## config.mk

```make
export PLATFORM = sky130hd
export DESIGN_NAME = uart_tx_frame_flat
export DESIGN_NICKNAME = d
export VERILOG_FILES = /design/src/rtl/uart_tx_frame_if.sv /design/src/rtl/uart_tx_frame.sv /design/src/flat_wrapper.sv
export SDC_FILE = /design/constraint.sdc
export NUM_CORES = 1
export LEC_CHECK = 0
export BUFFER_PORTS_ARGS = -buffer_cell sky130_fd_sc_hd__buf_2
export CAP_MARGIN = 30
export CORE_ASPECT_RATIO = 0.8
export CORE_MARGIN = 10
export CORE_UTILIZATION = 50
export CTS_CLUSTER_SIZE = 25
export DETAILED_ROUTE_END_ITERATION = 8
export PLACE_DENSITY = 0.82
export SYNTH_ARGS = -nofsm -noshare
export SYNTH_HDL_FRONTEND = slang
export SYNTH_SLANG_ARGS = --single-unit
```

## constraint.sdc

```tcl
create_clock -name clk -period 1.9 [get_ports clk]
set_input_delay 0.095 -clock clk [delete_from_list [all_inputs] [get_ports clk]]
set_output_delay 0.095 -clock clk [all_outputs]
set_load 0.02 [all_outputs]
```

## src/rtl/uart_tx_frame_if.sv

```systemverilog
// uart_tx_frame_if: byte/line bundle for the UART transmit framer.
// The master side drives the start strobe, the data byte and the baud tick.
// The slave side (the framer) drives the generator enable and the serial line.
// It also drives the busy and done status flags.
interface uart_tx_frame_if #(
    parameter int DATA_BITS = 8
);
    logic                 tx_start;
    logic [DATA_BITS-1:0] tx_data;
    logic                 en;
    logic                 baud_en;
    logic                 tx;
    logic                 tx_busy;
    logic                 tx_done;

    modport master (
        output tx_start,
        output tx_data,
        output en,
        input  baud_en,
        input  tx,
        input  tx_busy,
        input  tx_done
    );

    modport slave (
        input  tx_start,
        input  tx_data,
        input  en,
        output baud_en,
        output tx,
        output tx_busy,
        output tx_done
    );
endinterface

```

## src/rtl/uart_tx_frame.sv

```systemverilog
// uart_tx_frame: UART transmit framer driven by the baud generator's one-clock
// en tick. It sends a start bit, then DATA_BITS data bits LSB first, then
// STOP_BITS stop bits. baud_en is held high for the whole frame.
// Optional feature: define UART_TX_PARITY_EN to insert an even-parity bit
// between the data and stop bits.
module uart_tx_frame #(
    parameter int DATA_BITS = 8,
    parameter int STOP_BITS = 1
) (
    input  logic            clk,
    input  logic            reset,
    uart_tx_frame_if.slave  bus
);

    localparam logic [2:0] LAST_DATA = 3'(DATA_BITS - 1);
    localparam logic [2:0] LAST_STOP = 3'(STOP_BITS - 1);

    typedef enum logic [2:0] {
        S_IDLE,
        S_START,
        S_DATA,
`ifdef UART_TX_PARITY_EN
        S_PARITY,
`endif
        S_STOP
    } state_t;

    state_t               state_q;
    logic [2:0]           cnt_q;
    logic [DATA_BITS-1:0] shift_q;
    logic                 tx_q;
    logic                 baud_en_q;
    logic                 busy_q;
    logic                 done_q;
`ifdef UART_TX_PARITY_EN
    logic                 par_q;
`endif

    // Frame sequencer: every state change after the accept happens only on an en tick.
    always_ff @(posedge clk or posedge reset) begin
        if (reset) begin
            state_q   <= S_IDLE;
            cnt_q     <= '0;
            shift_q   <= '0;
            tx_q      <= 1'b1;
            baud_en_q <= 1'b0;
            busy_q    <= 1'b0;
            done_q    <= 1'b0;
`ifdef UART_TX_PARITY_EN
            par_q     <= 1'b0;
`endif
        end else begin
            done_q <= 1'b0;
            case (state_q)
                S_IDLE: begin
                    tx_q      <= 1'b1;
                    baud_en_q <= 1'b0;
                    busy_q    <= 1'b0;
                    // en is deliberately ignored here, even when it coincides with a start.
                    if (bus.tx_start) begin
                        shift_q   <= bus.tx_data;
                        cnt_q     <= '0;
                        tx_q      <= 1'b0;
                        baud_en_q <= 1'b1;
                        busy_q    <= 1'b1;
                        state_q   <= S_START;
`ifdef UART_TX_PARITY_EN
                        par_q     <= ^bus.tx_data;
`endif
                    end
                end
                S_START: begin
                    if (bus.en) begin
                        tx_q    <= shift_q[0];
                        shift_q <= {1'b0, shift_q[DATA_BITS-1:1]};
                        cnt_q   <= '0;
                        state_q <= S_DATA;
                    end
                end
                S_DATA: begin
                    if (bus.en) begin
                        if (cnt_q == LAST_DATA) begin
                            cnt_q   <= '0;
`ifdef UART_TX_PARITY_EN
                            tx_q    <= par_q;
                            state_q <= S_PARITY;
`else
                            tx_q    <= 1'b1;
                            state_q <= S_STOP;
`endif
                        end else begin
                            tx_q    <= shift_q[0];
                            shift_q <= {1'b0, shift_q[DATA_BITS-1:1]};
                            cnt_q   <= cnt_q + 3'd1;
                        end
                    end
                end
`ifdef UART_TX_PARITY_EN
                S_PARITY: begin
                    if (bus.en) begin
                        tx_q    <= 1'b1;
                        cnt_q   <= '0;
                        state_q <= S_STOP;
                    end
                end
`endif
                S_STOP: begin
                    if (bus.en) begin
                        if (cnt_q == LAST_STOP) begin
                            // Dropping baud_en here gives the generator an idle clock to restart its count.
                            cnt_q     <= '0;
                            baud_en_q <= 1'b0;
                            busy_q    <= 1'b0;
                            done_q    <= 1'b1;
                            state_q   <= S_IDLE;
                        end else begin
                            cnt_q <= cnt_q + 3'd1;
                        end
                    end
                end
                default: begin
                    tx_q      <= 1'b1;
                    baud_en_q <= 1'b0;
                    busy_q    <= 1'b0;
                    cnt_q     <= '0;
                    state_q   <= S_IDLE;
                end
            endcase
        end
    end

    assign bus.tx      = tx_q;
    assign bus.baud_en = baud_en_q;
    assign bus.tx_busy = busy_q;
    assign bus.tx_done = done_q;

endmodule

```

## src/flat_wrapper.sv

```systemverilog
// flat-port wrapper written by rule: the top's interface ports become plain ports
module uart_tx_frame_flat 
#(
    parameter int DATA_BITS = 8,
    parameter int STOP_BITS = 1
)
  (clk, reset, bus_tx_start, bus_tx_data, bus_en, bus_baud_en, bus_tx, bus_tx_busy, bus_tx_done);
  uart_tx_frame_if #(.DATA_BITS(DATA_BITS)) bus_i ();
  input  logic clk;
  input  logic reset;
  input wire logic [$bits(bus_i.tx_start)-1:0] bus_tx_start;
  input wire logic [$bits(bus_i.tx_data)-1:0] bus_tx_data;
  input wire logic [$bits(bus_i.en)-1:0] bus_en;
  output wire logic [$bits(bus_i.baud_en)-1:0] bus_baud_en;
  output wire logic [$bits(bus_i.tx)-1:0] bus_tx;
  output wire logic [$bits(bus_i.tx_busy)-1:0] bus_tx_busy;
  output wire logic [$bits(bus_i.tx_done)-1:0] bus_tx_done;
  assign bus_i.tx_start = bus_tx_start;
  assign bus_i.tx_data = bus_tx_data;
  assign bus_i.en = bus_en;
  assign bus_baud_en = bus_i.baud_en;
  assign bus_tx = bus_i.tx;
  assign bus_tx_busy = bus_i.tx_busy;
  assign bus_tx_done = bus_i.tx_done;
  uart_tx_frame #(.DATA_BITS(DATA_BITS), .STOP_BITS(STOP_BITS)) u_core (.clk(clk), .reset(reset), .bus(bus_i));
endmodule
```

==> impl_metrics.yaml, run 1 <==
critical_path:
  rr_worst_depth: 6
  crit_required_ns: 2.09
  critPathMaxFanout: 5
  endpoint_kind: "flip-flop"
  worstReg2RegEnd: "u_core.state_q[1]$_DFFE_PP0P_"
  path_class: "reg2reg"
  arrival_ns: 1.93
  r2r_start: "u_core.state_q[1]$_DFFE_PP0P_"
  cp-start-kind: "flip-flop"
  reg2reg_setup_slack_ns: 0.16
sta:
  tightestPinTransition_ns: 0.613
  maxSlewViolCount: 0
  rsz0062_at_grt: "false"
  fmax_ghz: 0.575
  min_period_over_period_pct: 91.5
  period_minus_slack_ns: 1.74
  setup_viol: 0
  hold_viol: 0
  maxSlewHeadroom_pct: 59.1
  skew_ns: 0.0112
hold_path:
  min_to: "u_core.bus.tx_busy$_DFFE_PP0P_"
  min_path_type: "in2reg"
  worstHoldPathCells: 2
  holdCritStartpoint: "bus_tx_start"
routing:
  drtAntennaViolNets: 0
  firstDrtPassIters: 6
  wl_mm: 1.87
  route.vias.total: 701
  drtIter0Drc: 17
  drc_errors: 0
  wl_per_cell_um: 14.5
  viasPerCell: 5.43
logic_synthesis:
  synth-seq-cells: 16
  synth_edf_count: 0
  synth_area_um2: 905
  ys_types: 26
  avgSynthCellArea_um2: 10.2
  ys_async_sr_fraction_pct: 100
  yosys_warnings: 0
  synthCells: 89
  synth_ff_type: "dfrtp_1"
  yosysSeqAreaShare_pct: 44.4
  syn_nets: 109
final_layout:
  n_fill_cell: 147
  antenna_cells: 0
  final_cell_mix: "buf_2, dfrtp_1, nor2_1, a21oi_1, mux2i_1"
  areaGrowthSynthToFinish_pct: 15.6
  drive_gt1_share_pct: 25.2
  final_cells: 129
  final_nets: 128
clock_tree:
  clock_latency_ns: 0.29
  cts.clk_slew.worst_paths_ns: 0.10
  root_buffer: "clkbuf_4"
  cts_max_level: 1
  postCtsSetupBuffers: 0
  cts_buffer_depth: 2
  cts_tree: "built"
  cts_buffers: 3
  cts.sinks: 16
global_route:
  grt_pass1_wl_mm: 3.22
  grt_overflow: 0
  top_usage_layer: "met2"
  grtUsageMet3_pct: 5.57
  grt_util_met2_pct: 17.7
  grt_use_total_pct: 10.3
  grt_util_met1_pct: 10.9
  grt_max_degree: 17
  antenna_found_initial: 0
  grt_pass1_vias: 770
power_and_ir_drop:
  p_int_mw: 1.09
  p_sw_uw: 812
  power_density_mw_per_mm2: 1820
  clockPowerShare_pct: 10.0
  leakage_nw: 0.529
  p_comb_share_pct: 58.4
  power_mw: 1.91
  seq_power_share_pct: 31.6
  peakVddDrop_uv: 997
  switching_share_pct: 42.6
die:
  io_pins: 16
  initial_utilization_pct: 54.0
  die_w_um: 67.6
  die_h_um: 58.0
  die_area_mm2: 0.00392
  coreArea_mm2: 0.00168
  rows: 13
place:
  dpl.hpwl_mm: 1.42
  io_buffers: 15
  placed_cells: 124
  place_congestion: 0.851
run:
  drv_cap: 0
outcome:
  outcome: "completed"
-- metal layers --
layer / routed length (um) / share of wire (%)
met2: 934 / 50
met3: 117 / 6.2
met5: 0 / 0
met4: 9 / 0.48
met1: 813 / 43
-- kinds of logic (layout without fill, tap and decap cells) --
logic type	count (synthesis)	count (layout)	synth area share (%)
AOI/OAI and AO/OA	22	22	15.4
adders and majority gates	8	8	11.1
buffers and inverters	11	29	5.12
and+or+nand+nor	21	21	11.2
DFF	16	16	44.4
muxes	11	11	12.9
-- per-stage QoR --
step                      worst slack, ns  hold WS (ns)  utilization, %  setup TNS, ns  area [um^2]
final                               0.161        0.0590            62.4              0         1050
after floorplan                     0.302       0.00802               -              0          905
after global placement             0.0866         0.184            59.6              0          998
after global routing               0.0418        0.0524            62.4              0         1050
after CTS                           0.128        0.0473            61.8              0         1030
after detailed placement          -0.0120         0.202            59.6        -0.0120          998
-- worst max-delay path by stage --
stage	startpoint	to	slack [ns]
2_1_floorplan	u_core.state_q[0]$_DFFE_PP0P_	u_core.cnt_q[0]$_DFFE_PP0P_	0.30
3_3_place_gp	u_core.state_q[0]$_DFFE_PP0P_	u_core.cnt_q[0]$_DFFE_PP0P_	0.09
3_5_place_dp	u_core.state_q[0]$_DFFE_PP0P_	u_core.cnt_q[0]$_DFFE_PP0P_	-0.01
4_1_cts	u_core.state_q[0]$_DFFE_PP0P_	u_core.cnt_q[0]$_DFFE_PP0P_	0.13
5_1_grt	u_core.state_q[0]$_DFFE_PP0P_	u_core.shift_q[2]$_DFFE_PP0P_	0.04
6_report	u_core.state_q[1]$_DFFE_PP0P_	u_core.state_q[1]$_DFFE_PP0P_	0.16
-- final cells by class --
| cell class | count | area, um^2 | area share [%] |
|---|---|---|---|
| multi-input cells | 62 | 468 | 44.7 |
| inverters | 8 | 30.0 | 2.87 |
| repair buffers | 17 | 92.6 | 8.85 |
| clock buffers | 4 | 26.3 | 2.51 |
| flip-flops and latches | 16 | 402 | 38.4 |
| well taps | 22 | 27.5 | 2.63 |
-- power groups by stage --
stage	clock network (mW)	registers (mW)	logic (mW)
after floorplan	0	0.607	0.847
after global placement	0	0.596	1.03
after detailed placement	0	0.605	1.09
after CTS	0.198	0.601	1.10
after global routing	0.207	0.619	1.25
final	0.191	0.602	1.11
-- critical path, cell delays in order, from the launching register on --
cell and delay [ns]:
dfrtp_1 0.42, inv_1 0.09, ha_1 0.25, nand2b_4 0.11, o21ai_0 0.10, a221o_2 0.35
mux2_4 0.30
-- sequential cells by signal, indices dropped and copies added (netlist names) --
register and count:
u_core.bus.tx 1, u_core.bus.tx_busy 1, u_core.bus.tx_done 1, u_core.cnt_q 3, u_core.shift_q 8, u_core.state_q 2
-- synth_stat cells (2+ instances only) --
master	number	area, um^2
dfrtp_1	15	375
nor2_1	12	45.0
a21oi_1	10	50.1
mux2i_1	9	90.1
ha_1	8	100
inv_1	8	30.0
o21ai_0	5	25.0
nand2_1	2	7.51
nand2b_1	2	12.5
nor2b_1	2	12.5
-- repair_timing --
action	4_1_cts	5_1_grt
hold buffers	1	0
hold endpoints to repair	15	0
setup endpoints to repair	1	1
gates resized for setup	1	2
cloned	0	0
(Power assumes the default switching activity.)
==> run 2: changes to the inputs <==
--- a/config.mk
+++ b/config.mk
@@ -13,6 +13,7 @@
 export CTS_CLUSTER_SIZE = 25
 export DETAILED_ROUTE_END_ITERATION = 8
 export PLACE_DENSITY = 0.82
+export SETUP_SLACK_MARGIN = 0.5
 export SYNTH_ARGS = -nofsm -noshare
 export SYNTH_HDL_FRONTEND = slang
 export SYNTH_SLANG_ARGS = --single-unit
==> impl_metrics.yaml, run 2 (synthesized netlist as in run 1, its figures left out) <==
die:
  rows: 13
  die_h_um: 58.0
  die_w_um: 67.6
  coreArea_mm2: 0.00168
  io_pins: 16
  initial_utilization_pct: 54.0
  die_area_mm2: 0.00392
global_route:
  antenna_found_initial: 0
  grt_use_total_pct: 11.6
  grt_pass1_vias: 726
  grt_pass1_wl_mm: 3.51
  grt_overflow: 0
  grt_max_degree: 17
critical_path:
  critical_path.cell_chain: "inv_4 -> ha_4 -> nand2b_4 -> o21ai_1 -> a221o_2 -> mux2_4"
  cp_num_buf_inv: 1
  path_class: "reg2reg"
  critPathTopFamily: "flip-flops"
  cp_slowest_cell: "dfrtp_2"
  cpPeakStageDelay_ns: 0.46
  endpoint_kind: "flip-flop"
  cp-start-kind: "flip-flop"
  critPathMaxFanout: 4
  crit_required_ns: 2.10
  arrival_ns: 1.80
clock_tree:
  cts_buffer_depth: 2
  cts.sinks: 16
  cts_tree: "built"
  cts_max_level: 1
  clock_latency_ns: 0.30
  cts_buffers: 3
  root_buffer: "clkbuf_4"
  cts.clk_slew.worst_paths_ns: 0.10
sta:
  hold_viol: 0
  hold_slack_ns: 0.0488
  rsz0062_at_grt: "true"
  min_period_over_period_pct: 84.4
  period_minus_slack_ns: 1.60
  tightestPinTransition_ns: 0.619
  maxSlewViolCount: 0
  fmax_ghz: 0.623
  skew_ns: 0.00960
  setup_viol: 0
  maxSlewHeadroom_pct: 58.7
  tns_ns: 0
routing:
  firstDrtPassIters: 4
  drtIter0Drc: 39
  viasPerCell: 5.59
  drc_errors: 0
  wl_mm: 2.49
  wl_per_cell_um: 18.0
  route.vias.total: 772
  drtAntennaViolNets: 0
final_layout:
  largest_register_ff_count: 8
  antenna_cells: 0
  largestRegisters: "u_core.shift_q (8), u_core.cnt_q (3), u_core.state_q (2)"
  regMostFlops: "u_core.shift_q"
  areaGrowthSynthToFinish_pct: 40.5
  drive_gt1_share_pct: 52.6
  final_nets: 137
  final_cell_mix: "buf_2, dfrtp_1, nor2_1, mux2i_1, a21oi_1"
  final_common_cell: "buf_2"
run:
  drv_cap: 0
outcome:
  outcome: "completed"
hold_path:
  min_path_type: "in2reg"
power_and_ir_drop:
  power_density_mw_per_mm2: 1910
  leakage_nw: 0.578
  peakVddDrop_uv: 1150
place:
  dpl.hpwl_mm: 1.36
  io_buffers: 15
  place_congestion: 0.954
run 2: worst reg2reg max path: cells and delay by family, from the launching register on:
kind / cells / cell delay, ns
AOI/OAI and AO/OA: 2 / 0.44
DFF: 1 / 0.46
buffers and inverters: 1 / 0.07
and+or+nand+nor: 1 / 0.07
muxes: 1 / 0.30
adders and majority gates: 1 / 0.17
run 2: power breakdown:
group          total (mW)  leakage (nW)  switching (mW)  internal (mW)
Combinational        1.54         0.367           0.781          0.762
Clock               0.233        0.0210           0.116          0.117
Sequential          0.651         0.190           0.141          0.510
Total                2.43         0.578            1.04           1.39
run 2: path summary, 6_finish.rpt:
kind | end | start | cells after the start | slack, ns
min in group asynchronous | u_core.shift_q[4]$_DFFE_PP0P_ | reset | 3 | 0.41
max in group asynchronous | u_core.state_q[0]$_DFFE_PP0P_ | reset | 3 | 1.05
worst min register to register | u_core.bus.tx$_DFFE_PP1P_ | u_core.bus.tx$_DFFE_PP1P_ | 2 | 0.53
worst min-delay path | u_core.bus.tx_busy$_DFFE_PP0P_ | bus_tx_start | 2 | 0.05
worst max register to register | u_core.state_q[1]$_DFFE_PP0P_ | u_core.state_q[1]$_DFFE_PP0P_ | 6 | 0.30
worst max-delay path | u_core.state_q[1]$_DFFE_PP0P_ | u_core.state_q[1]$_DFFE_PP0P_ | 6 | 0.30
run 2: layout make-up:
cell class | instances | area, um^2
multi-input cells | 63 | 608
flip-flops and latches | 16 | 404
fillers | 100 | 404
repair buffers | 25 | 160
clock buffers | 4 | 36.3
inverters | 8 | 35.0
well taps | 22 | 27.5
run 2: routing by layer:
layer  part of all wire [%]  track usage [%]  vias to the layer above
met5                      0                0                        -
met4                    1.6             4.97                        0
met3                    5.6             5.95                        4
met2                     49             18.3                       20
met1                     44             12.8                      377
li1                       -                -                      371
run 2: stage by stage:
| stage | total power, mW | worst slack, ns | instances | area (um^2) | util [%] |
|---|---|---|---|---|---|
| after global placement | 1.64 | 0.320 | 123 | 1000 | 59.8 |
| after CTS | 2.08 | 0.335 | 132 | 1130 | 67.7 |
| final | 2.43 | 0.296 | 138 | 1270 | 75.9 |
| after detailed placement | 1.69 | 0.225 | 123 | 1000 | 59.8 |
| after floorplan | 1.50 | 0.405 | 89 | 922 | - |
| after global routing | 2.58 | 0.252 | 138 | 1270 | 75.9 |
run 2: timing repair:
item / 4_1_cts / 5_1_grt
pin swaps: 1 / 5
setup endpoints to repair: 14 / 15
cloned: 1 / 0
hold buffers: 1 / 0
resized for setup: 14 / 24
endpoints found under the hold margin: 15 / 0
setup buffers: 3 / 6
